===== src/rtl/lsu_rmw.sv =====
// Load/store unit with read-modify-write for sub-word stores over a word-wide memory.
// Latency: error 1 cycle, load/word store 2 cycles, sub-word store 3 cycles to rsp_valid.
module lsu_rmw #(
  parameter int DEPTH = 256
) (
  input  logic        clk,
  input  logic        reset_n,
  input  logic        req_valid,
  output logic        req_ready,
  input  logic        req_we,
  input  logic [1:0]  req_size,
  input  logic        req_signed,
  input  logic [31:0] req_addr,
  input  logic [31:0] req_wdata,
  output logic        rsp_valid,
  input  logic        rsp_ready,
  output logic [31:0] rsp_rdata,
  output logic        rsp_err,
  output logic        mem_we,
  output logic [31:0] mem_addr,
  output logic [31:0] mem_wdata,
  input  logic [31:0] mem_rdata
);

  typedef enum logic [1:0] {IDLE, RD, WR, RSP} state_t;

  localparam logic [31:0] DEPTH_W = 32'(DEPTH);

  state_t      state;
  logic        lat_we;
  logic [1:0]  lat_size;
  logic        lat_signed;
  logic [31:0] lat_addr;
  logic [31:0] lat_wdata;
  logic [31:0] rd_word;

  logic        req_fire;
  logic        req_err;
  logic [4:0]  sh;
  logic [15:0] lane;
  logic [31:0] load_data;
  logic [31:0] lane_mask;
  logic [31:0] merged;

  assign req_fire = req_valid && req_ready;

  always_comb begin
    req_err = 1'b0;
    case (req_size)
      2'b01:   req_err = req_addr[0];
      2'b10:   req_err = |req_addr[1:0];
      2'b11:   req_err = 1'b1;
      default: req_err = 1'b0;
    endcase
    if ({2'b00, req_addr[31:2]} >= DEPTH_W) req_err = 1'b1;
  end

  // Lane offset in bits; halfwords are 2-byte aligned so the same shift serves both sizes.
  assign sh   = {lat_addr[1:0], 3'b000};
  assign lane = 16'(mem_rdata >> sh);

  always_comb begin
    case (lat_size)
      2'b00:   load_data = lat_signed ? {{24{lane[7]}}, lane[7:0]} : {24'h0, lane[7:0]};
      2'b01:   load_data = lat_signed ? {{16{lane[15]}}, lane} : {16'h0, lane};
      default: load_data = mem_rdata;
    endcase
  end

  always_comb begin
    lane_mask = (lat_size == 2'b00) ? (32'h0000_00FF << sh) : (32'h0000_FFFF << sh);
    if (lat_size == 2'b10) merged = lat_wdata;
    else                   merged = (rd_word & ~lane_mask) | ((lat_wdata << sh) & lane_mask);
  end

  assign req_ready = (state == IDLE);
  assign rsp_valid = (state == RSP);
  assign mem_we    = (state == WR);
  assign mem_addr  = (state == RD || state == WR) ? {2'b00, lat_addr[31:2]} : 32'h0;
  assign mem_wdata = (state == WR) ? merged : 32'h0;

  always_ff @(posedge clk or negedge reset_n) begin
    if (!reset_n) begin
      state      <= IDLE;
      lat_we     <= 1'b0;
      lat_size   <= 2'b00;
      lat_signed <= 1'b0;
      lat_addr   <= 32'h0;
      lat_wdata  <= 32'h0;
      rd_word    <= 32'h0;
      rsp_rdata  <= 32'h0;
      rsp_err    <= 1'b0;
    end else begin
      case (state)
        IDLE: begin
          if (req_fire) begin
            lat_we     <= req_we;
            lat_size   <= req_size;
            lat_signed <= req_signed;
            lat_addr   <= req_addr;
            lat_wdata  <= req_wdata;
            rsp_rdata  <= 32'h0;
            rsp_err    <= req_err;
            if (req_err)                           state <= RSP;
            else if (req_we && req_size == 2'b10)  state <= WR;
            else                                   state <= RD;
          end
        end
        RD: begin
          rd_word <= mem_rdata;
          if (lat_we) begin
            state <= WR;
          end else begin
            rsp_rdata <= load_data;
            state     <= RSP;
          end
        end
        WR: state <= RSP;
        RSP: begin
          if (rsp_ready) begin
            rsp_rdata <= 32'h0;
            rsp_err   <= 1'b0;
            state     <= IDLE;
          end
        end
        default: state <= IDLE;
      endcase
    end
  end

endmodule

===== config.mk =====
export PLATFORM = sky130hd
export DESIGN_NAME = lsu_rmw
export DESIGN_NICKNAME = d
export VERILOG_FILES = /design/src/rtl/lsu_rmw.sv
export SDC_FILE = /design/constraint.sdc
export NUM_CORES = 1
export LEC_CHECK = 0
export ABC_AREA = 1
export BUFFER_PORTS_ARGS = -buffer_cell sky130_fd_sc_hd__buf_2
export CORE_ASPECT_RATIO = 1.5
export CORE_MARGIN = 5
export CORE_UTILIZATION = 57
export CTS_CLUSTER_DIAMETER = 30
export DETAILED_ROUTE_END_ITERATION = 16
export PLACE_DENSITY = 0.9
export SLEW_MARGIN = 20
export SYNTH_ARGS = -nofsm -noshare
export SYNTH_HDL_FRONTEND = slang
export SYNTH_SLANG_ARGS = --single-unit
export TNS_END_PERCENT = 1

===== constraint.sdc =====
create_clock -name clk -period 2.9 [get_ports clk]
set_input_delay 0.58 -clock clk [delete_from_list [all_inputs] [get_ports clk]]
set_output_delay 0.58 -clock clk [all_outputs]
set_load 0.02 [all_outputs]

==> results.toml, run 1 <==
[run_status]
outcome = "completed"

[die]
start_util_pct = 57.5
total_number_of_placement_rows = 51
die_width_um = 103
core_area_um2 = 12900
die_y_um = 150
die-area_um2 = 15400
boundary_pins = 204

[clock_tree]
cts_buffer_count = 17
clock-root-buffer = "clkbuf_16"
ctsResizeCount = 0
tritoncts = "yes"
path_clk_slew_ns = 0.06
post-cts-setup-buffer-count = 0
cts_hold_buffers = 0
numClockSinks = 135
max-clock-path-buffers = 2
cts-htree-levels = 4
clock_latency_ns = 0.41

[synthesis]
post_synth_main_area_contributors = "dfrtp_1, nand2_1, o21ai_0"
area_share_of_the_largest_cell_type_after_synthesis_pct = 45.5
synth.yosys.seq_area_share_pct = 45.5
ys.warnings.count = 0
syn_inst = 1068
ys_types = 33
synth.avg_cell_area_um2 = 6.94
yosys.area.top_type = "dfrtp_1"
syn_std_cell_area_um2 = 7420
ys_ff_latch = 135

[drt]
drtPass1Iterations = 6
postRouteWirelength_um = 22400
antenna_violating_nets_post_route = 0
post-route-drc-count = 0
wire_per_inst_um = 15.8
vias = 7504
vias_per_cell = 5.27
drt_iter0_drc = 537

[timing]
timing_hold_violations_final = 0
worst-slew-pin-transition_ns = 0.944
timing.final.max_slew_violations = 0
setup_violations = 0
final.setup_skew_ns = 0.00823
finalCriticalPeriod_ns = 2.71
slew_headroom_pct = 36.8
setup-tns-final_ns = 0
grt_setup_unrepaired = "no"
whs_ns = 0.167
post-route-worst-setup-slack_ns = 0.190
timing.fmax_ghz = 0.369
post-route-period-util_pct = 93.4

[placed_design]
placed_cell_area_um2 = 8510
placement.io_buffers = 201
gp_congestion = 0.933
pre_cts_slack_ns = 0.651
place_hpwl_um = 17200

[worst_setup_path]
worst-endpoint-required_ns = 2.32
cp.arrival_ns = 2.13
rr_worst_depth = 8
critical_path_cell_by_cell = "buf_4, nand2_4, inv_2, nand2_1, o211ai_1, nor2_1, nor2_1, nor2_1, buf_2"
worst-path-max-fanout = 30
r2r_setup_slack_ns = 0.66
largest_stage_delay_on_the_critical_path_ns = 0.35
cp-startpoint = "lat_addr[0]"
startpoint_type = "flip-flop"
cp_common_cell = "nor2_1"
r2r-end = "rsp_rdata[0]"
worst-setup-path-type = "reg2out"
worst_path_max_delay_cell = "dfrtp_1"
worst_setup_path_end_kind = "primary output"
regToRegStartpoint = "state[0]"

[power_and_ir_drop]
peak_vdd_ir_mv = 0.857
static-leakage-power_nw = 5.45
pwr_density_cell_nw_per_um2 = 1280

[finish]
antenna_cells_inserted = 0
synthToLayoutAreaGrowth_pct = 22.8
layout.cells.most_common = "nand2_1"
commonest_cells_after_routing_fill_and_taps_aside = "nand2_1, buf_2, dfrtp_1"
final_area_um2 = 9100
drive_above_1_share_pct = 21.5
fin_nets = 1360
num-fill-cells = 1122

[grt]
number_of_antenna_violations_at_the_first_check_in_global_routing = 0
first_global_vias = 7311
overflow = 0
maximum_number_of_pins_on_one_net_before_global_route_repair = 64
global_route_wire_length_before_repair_um = 35100
grt.total_usage_pct = 29.2

[min_path]
min_path_type = "in2async"

[job]
cap_viol_max_count = 0
worst max path at each step:
stage | depth (start not counted) | slack [ns] | to
after floorplan | 5 | 0.80 | mem_wdata[0]
after global placement | 9 | 0.64 | mem_wdata[20]
after detailed placement | 9 | 0.65 | mem_wdata[20]
after CTS | 7 | 0.20 | mem_wdata[7]
after global routing | 7 | 0.06 | mem_wdata[7]
final | 9 | 0.19 | mem_wdata[20]
routing by layer:
| layer | track usage (%) | vias up | part of all wire [%] | wire length [µm] |
|---|---|---|---|---|
| li1 | - | 3645 | - | - |
| met5 | 0 | - | 0 | 0 |
| met1 | 34.7 | 3370 | 37 | 8350 |
| met3 | 6.44 | 88 | 9.2 | 2050 |
| met2 | 48.9 | 401 | 49 | 10900 |
| met4 | 15.0 | 0 | 4.8 | 1070 |
power by group:
group          switching, mW  total, mW  internal [mW]
clock network          0.817       2.19           1.37
registers              0.533       3.29           2.76
logic                   4.29       6.18           1.89
through the flow:
step	instances	power, mW	utilization [%]
after floorplan	1069	7.61	-
after global placement	1392	9.29	66.0
after detailed placement	1392	9.43	66.0
after CTS	1423	11.7	70.6
after global routing	1423	12.5	70.6
final	1423	11.7	70.6
cells in the mapped netlist (all sizes together):
master / n
nand2: 452
o21ai: 139
dfrtp: 135
inv: 126
nor2: 97
clkbuf: 28
nand3: 25
buf: 24
o211ai: 15
a21oi: 10
o21bai: 8
ha: 4
nor3: 2
and2: 1
conb: 1
nand4: 1
critical path: cells and delay by family, from the launching register on:
| family | cells | cell delay, ns |
|---|---|---|
| buffers and inverters | 3 | 0.75 |
| AND/OR/NAND/NOR | 5 | 0.50 |
| flip-flops | 1 | 0.35 |
| AO/OA/AOI/OAI | 1 | 0.12 |
sequential cells by signal, summed over array words and instances, names as in the netlist:
signal and cells:
rsp_err 1, state 2, lat_we 1, lat_addr 32, rsp_rdata 32, lat_size 2
lat_wdata 32, lat_signed 1, rd_word 32
area by class of cell:
type	instances	area, µm²	share of cell area [%]
tap	159	199	2.18
clock inverter	12	154	1.69
clock buffer	19	443	4.86
inverter	126	473	5.19
multi-input combinational	756	3300	36.2
timing repair buffer	216	1160	12.7
sequential	135	3380	37.1
kinds of logic (layout without fill, tap and decap cells):
kind of cell | count (synthesis) | after routing | synth area share [%]
DFF | 135 | 135 | 45.5
and+or+nand+nor | 578 | 578 | 30.8
AOI/OAI and AO/OA | 172 | 172 | 12.8
other | 1 | 2 | 0.0506
buffers and inverters | 178 | 373 | 10.1
adders and majority gates | 4 | 4 | 0.675
(Power assumes the default switching activity.)
==> run 2: changes to the inputs <==
--- a/config.mk
+++ b/config.mk
@@ -7,7 +7,6 @@
 export LEC_CHECK = 0
 export ABC_AREA = 1
 export BUFFER_PORTS_ARGS = -buffer_cell sky130_fd_sc_hd__buf_2
-export CORE_ASPECT_RATIO = 1.5
 export CORE_MARGIN = 5
 export CORE_UTILIZATION = 57
 export CTS_CLUSTER_DIAMETER = 30
==> constraint.sdc (replaced) <==
create_clock -name clk -period 2.9 [get_ports clk]
set_input_delay 0.29 -clock clk [delete_from_list [all_inputs] [get_ports clk]]
set_output_delay 0.29 -clock clk [all_outputs]
set_load 0.02 [all_outputs]
==> run 2 against run 1 <==
  * Critical path depth decreased by 1
  * Largest cell class unchanged
  * Non-clock buffer count decreased by 3
  * Cell count increased by 0.77%
  * Via count increased by 1.7%
  * Final area increased by 0.95%
  * Utilization increased by 1.9 points
  * Critical endpoint is now mem_wdata[4]
  * Hold slack got worse by 0.11 ns
  * Highest routed layer unchanged
  * First-iteration DRC count increased by 59%
  * Register-to-register slack about the same
  * Sequential power about the same
  * Clock skew decreased by 0.0016 ns
  * Count of clock-buffer cells in the layout increased by 5
==> results.toml, run 2 (synthesis gave the netlist of run 1 again) <==
[finish]
layout.cells.non_filler = 1434
drive_above_1_share_pct = 21.2
antenna_cells_inserted = 0
layout.cells.most_common = "nand2_1"
commonest_cells_after_routing_fill_and_taps_aside = "nand2_1, buf_2, dfrtp_1"
num-fill-cells = 1025
fin_util_pct = 72.5
synthToLayoutAreaGrowth_pct = 23.9
fin_nets = 1357
final_area_um2 = 9190

[power_and_ir_drop]
static-leakage-power_nw = 5.49
report.power.total_mw = 12.1
peak_vdd_ir_mv = 0.676
pwr_density_cell_nw_per_um2 = 1320

[placed_design]
place_hpwl_um = 16500
pre_cts_slack_ns = 0.485
placed_cell_count = 1401
gp_congestion = 0.936
placed_cell_area_um2 = 8480
placement.io_buffers = 201

[grt]
first_global_vias = 7086
overflow = 0
number_of_antenna_violations_at_the_first_check_in_global_routing = 0
maximum_number_of_pins_on_one_net_before_global_route_repair = 96
global_route_wire_length_before_repair_um = 35700
grt.total_usage_pct = 30.2

[worst_setup_path]
largest_stage_delay_on_the_critical_path_ns = 0.41
worst-endpoint-required_ns = 2.61
startpoint_type = "flip-flop"
r2r_setup_slack_ns = 0.65
cp.arrival_ns = 2.34
cp_common_cell = "inv_2"
worst-path-max-fanout = 22
worst_path_max_delay_cell = "inv_2"
worst-setup-path-type = "reg2out"
worst_setup_path_end_kind = "primary output"
critical_path_cell_by_cell = "buf_4, inv_2, nand2_8, nand2_1, inv_2, o21ai_0, a21oi_1, buf_2"

[job]
cap_viol_max_count = 0

[timing]
grt_setup_unrepaired = "no"
post-route-worst-setup-slack_ns = 0.271
worst-slew-pin-transition_ns = 0.971
setup-tns-final_ns = 0
slew_headroom_pct = 34.9
finalCriticalPeriod_ns = 2.63
setup_violations = 0
final.setup_skew_ns = 0.00661
timing.final.max_slew_violations = 0
whs_ns = 0.0594
post-route-period-util_pct = 90.7
timing_hold_violations_final = 0
timing.fmax_ghz = 0.380

[drt]
maxUsedRoutingLayer = "met4"
wl_met2_um = 10600
detail_route.wirelength.met1_um = 8930
postRouteWirelength_um = 22700
wl_met3_um = 2610
drt_iter0_drc = 853
vias_per_cell = 5.32
vias = 7633
drtPass1Iterations = 6
wire_per_inst_um = 15.9
post-route-drc-count = 0
antenna_violating_nets_post_route = 0

[clock_tree]
clock_latency_ns = 0.42
numClockSinks = 135
max-clock-path-buffers = 2
cts-htree-levels = 4
clock-root-buffer = "clkbuf_16"
tritoncts = "yes"
path_clk_slew_ns = 0.06
cts_buffer_count = 17

[die]
die_width_um = 124
core_area_um2 = 12700
die-area_um2 = 15400
die_y_um = 124
total_number_of_placement_rows = 41
start_util_pct = 58.5
boundary_pins = 204

[min_path]
min_path_type = "in2reg"

[run_status]
outcome = "completed"
[run 2: cell count changes in the layout (fill, tap and decap cells not counted)]
cell           delta
ha_1              -1
clkinv_2          -2
clkbuf_1          +3
dlygate4sd3_1     +1
ha_2              +1
buf_4             -3
clkinv_4          -3
clkinvlp_4        -3
buf_12            -1
clkbuf_8          +2
bufinv_16         +4
[run 2: critical path, delay by kind of cell (launching register included)]
kind | cells | cell delay (ns)
buffers and inverters | 4 | 0.93
AOI/OAI and AO/OA | 2 | 0.39
and+or+nand+nor | 2 | 0.23
DFF | 1 | 0.37
[run 2: routing by layer]
| layer | vias to the layer above | global-route usage [%] |
|---|---|---|
| li1 | 3639 | - |
| met1 | 3529 | 39.3 |
| met2 | 414 | 47.6 |
| met3 | 51 | 9.13 |
| met4 | 0 | 11.7 |
| met5 | - | 0 |
[run 2: path summary, 6_finish.rpt]
check	from	to	depth (start not counted)
worst max-delay path	lat_addr[0]	mem_wdata[4]	8
worst min-delay path	req_addr[6]	lat_addr[6]	3
worst max register to register	state[0]	rsp_rdata[2]	7
worst min register to register	lat_wdata[26]	lat_wdata[26]	2
max in group asynchronous	reset_n	lat_wdata[4]	3
min in group asynchronous	reset_n	rd_word[4]	2
[run 2: timing repair]
action,4_1_cts,5_1_grt
hold buffers,1,0
resized for setup,0,1
setup endpoints to repair,0,10
endpoints found under the hold margin,40,0
buffers inserted,0,0
[run 2: final cells by class]
class	count	area, µm²	area share (%)
clock buffers	24	482	5.24
flip-flops and latches	135	3380	36.8
multi-input cells	756	3300	35.9
well taps	172	215	2.34
repair buffers	213	1130	12.3
inverters	126	473	5.15
clock inverters	8	215	2.34
[run 2: power breakdown]
group / internal (mW) / leakage [nW] / switching [mW]
registers: 2.76 / 1.72 / 0.540
logic: 1.89 / 3.43 / 4.34
clock network: 1.77 / 0.339 / 0.793
total: 6.42 / 5.49 / 5.67
==> run 3: changes to the inputs <==
--- a/config.mk
+++ b/config.mk
@@ -12,6 +12,7 @@
 export CTS_CLUSTER_DIAMETER = 30
 export DETAILED_ROUTE_END_ITERATION = 16
 export PLACE_DENSITY = 0.9
+export REMOVE_ABC_BUFFERS = 1
 export SLEW_MARGIN = 20
 export SYNTH_ARGS = -nofsm -noshare
 export SYNTH_HDL_FRONTEND = slang
==> run 3 against run 2 <==
  * Global-route usage fell by 2.0 points
  * Final area is 1.4% lower
  * Clock skew increased by 0.0016 ns
  * Count of clock-buffer cells in the layout rose by 3
  * Via count fell by 2.2%
  * Critical path type unchanged
  * Critical endpoint is now mem_wdata[23]
==> results.toml, run 3 (synthesis gave the netlist of run 1 again) <==
[worst_setup_path]
worst_path_max_delay_cell = "dfrtp_1"
cp_common_cell = "nor2_1"
cp.arrival_ns = 2.24
crit_buf_inv = 4
worst_setup_path_end_kind = "primary output"
worstSetupEndpoint = "mem_wdata[23]"
rr_worst_depth = 9
crit_cells = 9
worst-setup-path-type = "reg2out"
r2r-end = "rsp_rdata[3]"
regToRegStartpoint = "state[0]"
cp-startpoint = "lat_addr[0]"
critPathTopFamily = "buffers and inverters"
r2r_setup_slack_ns = 0.97
worst-path-max-fanout = 15
largest_stage_delay_on_the_critical_path_ns = 0.43
startpoint_type = "flip-flop"
critical_path_cell_by_cell = "buf_4, nor2_4, inv_1, o21ai_4, inv_2, nor2_1, nor2_1, nor2_1, buf_2"
worst-endpoint-required_ns = 2.61

[finish]
layout.cells.most_common = "nand2_1"
drive_above_1_share_pct = 21.0
num-fill-cells = 1034
fin_util_pct = 71.5
layout.cells.non_filler = 1434
synthToLayoutAreaGrowth_pct = 22.2
multiInputGateArea_um2 = 3300
commonest_cells_after_routing_fill_and_taps_aside = "nand2_1, buf_2, dfrtp_1"
area_of_all_sequential_standard_cells_um2 = 3380
fin_nets = 1359
antenna_cells_inserted = 0

[grt]
overflow = 0
first_global_vias = 7122
number_of_antenna_violations_at_the_first_check_in_global_routing = 0
maximum_number_of_pins_on_one_net_before_global_route_repair = 84
global_route_wire_length_before_repair_um = 34100
grt.total_usage_pct = 28.2

[drt]
vias_per_cell = 5.21
vias = 7467
wire_per_inst_um = 14.8
antenna_violating_nets_post_route = 0
drt_iter0_drc = 662
drtPass1Iterations = 5
postRouteWirelength_um = 21200
post-route-drc-count = 0

[timing]
post-route-period-util_pct = 87.2
timing.final.max_slew_violations = 0
setup-tns-final_ns = 0
setup_violations = 0
final.setup_skew_ns = 0.00824
post-route-worst-setup-slack_ns = 0.371
timing_hold_violations_final = 0
whs_ns = 0.0622
worst-slew-pin-transition_ns = 0.774
grt_setup_unrepaired = "no"
timing.fmax_ghz = 0.395
finalCriticalPeriod_ns = 2.53
slew_headroom_pct = 48.4

[clock_tree]
ctsResizeCount = 0
tritoncts = "yes"
clock-root-buffer = "clkbuf_16"
post-cts-setup-buffer-count = 0
cts_buffer_count = 17
numClockSinks = 135
path_clk_slew_ns = 0.06
clock_latency_ns = 0.42
cts_hold_buffers = 1
max-clock-path-buffers = 2
cts-htree-levels = 4

[power_and_ir_drop]
pwr_density_cell_nw_per_um2 = 1260
static-leakage-power_nw = 5.44
peak_vdd_ir_mv = 0.936

[die]
boundary_pins = 204
die-area_um2 = 15400
core_area_um2 = 12700
die_y_um = 124
start_util_pct = 58.5
total_number_of_placement_rows = 41
die_width_um = 124

[job]
cap_viol_max_count = 0

[placed_design]
gp_congestion = 0.936
placement.io_buffers = 201
pre_cts_slack_ns = 0.886
place_hpwl_um = 15200
placed_cell_count = 1403

[min_path]
min_path_type = "in2reg"

[run_status]
outcome = "completed"
[run 3: area by class of cell]
cell class	instances	share of cell area (%)
Clock buffer	27	5.66
Clock inverter	3	0.442
Inverter	126	5.22
Multi-Input combinational cell	756	36.4
Sequential cell	135	37.3
Tap cell	172	2.37
Timing Repair Buffer	215	12.6
[run 3: power by group]
group	switching, mW	leakage, nW	internal (mW)
Clock	0.753	0.273	1.28
Combinational	4.23	3.45	1.88
Sequential	0.545	1.72	2.76
[run 3: through the flow]
step | power (mW) | cell area (µm²)
finish | 11.5 | 9060
CTS | 11.4 | 9060
floorplan | 7.33 | 7150
global route | 12.4 | 9060
global placement | 9.19 | 8500
detailed placement | 9.34 | 8500
[run 3: tightest hold or removal path: stages]
cell     delay (ns)
buf_2          0.07
nand2_1        0.04
nand2_1        0.04
[run 3: routing by layer]
metal  global-route usage, %  wire (µm)  vias up
met3                    8.04       1980       59
met1                    35.7       8380     3406
met5                       0          0        -
met4                    11.3        623        0
li1                        -          -     3635
met2                    45.9      10200      367
[run 3: worst min path at each step]
stage / start / cells after the start / to
CTS: req_addr[6] / 3 / lat_addr[6]
global route: req_wdata[17] / 3 / lat_wdata[17]
finish: req_wdata[17] / 3 / lat_wdata[17]
global placement: reset_n / 1 / lat_wdata[1]
floorplan: reset_n / 0 / lat_addr[0]
detailed placement: reset_n / 1 / lat_wdata[1]
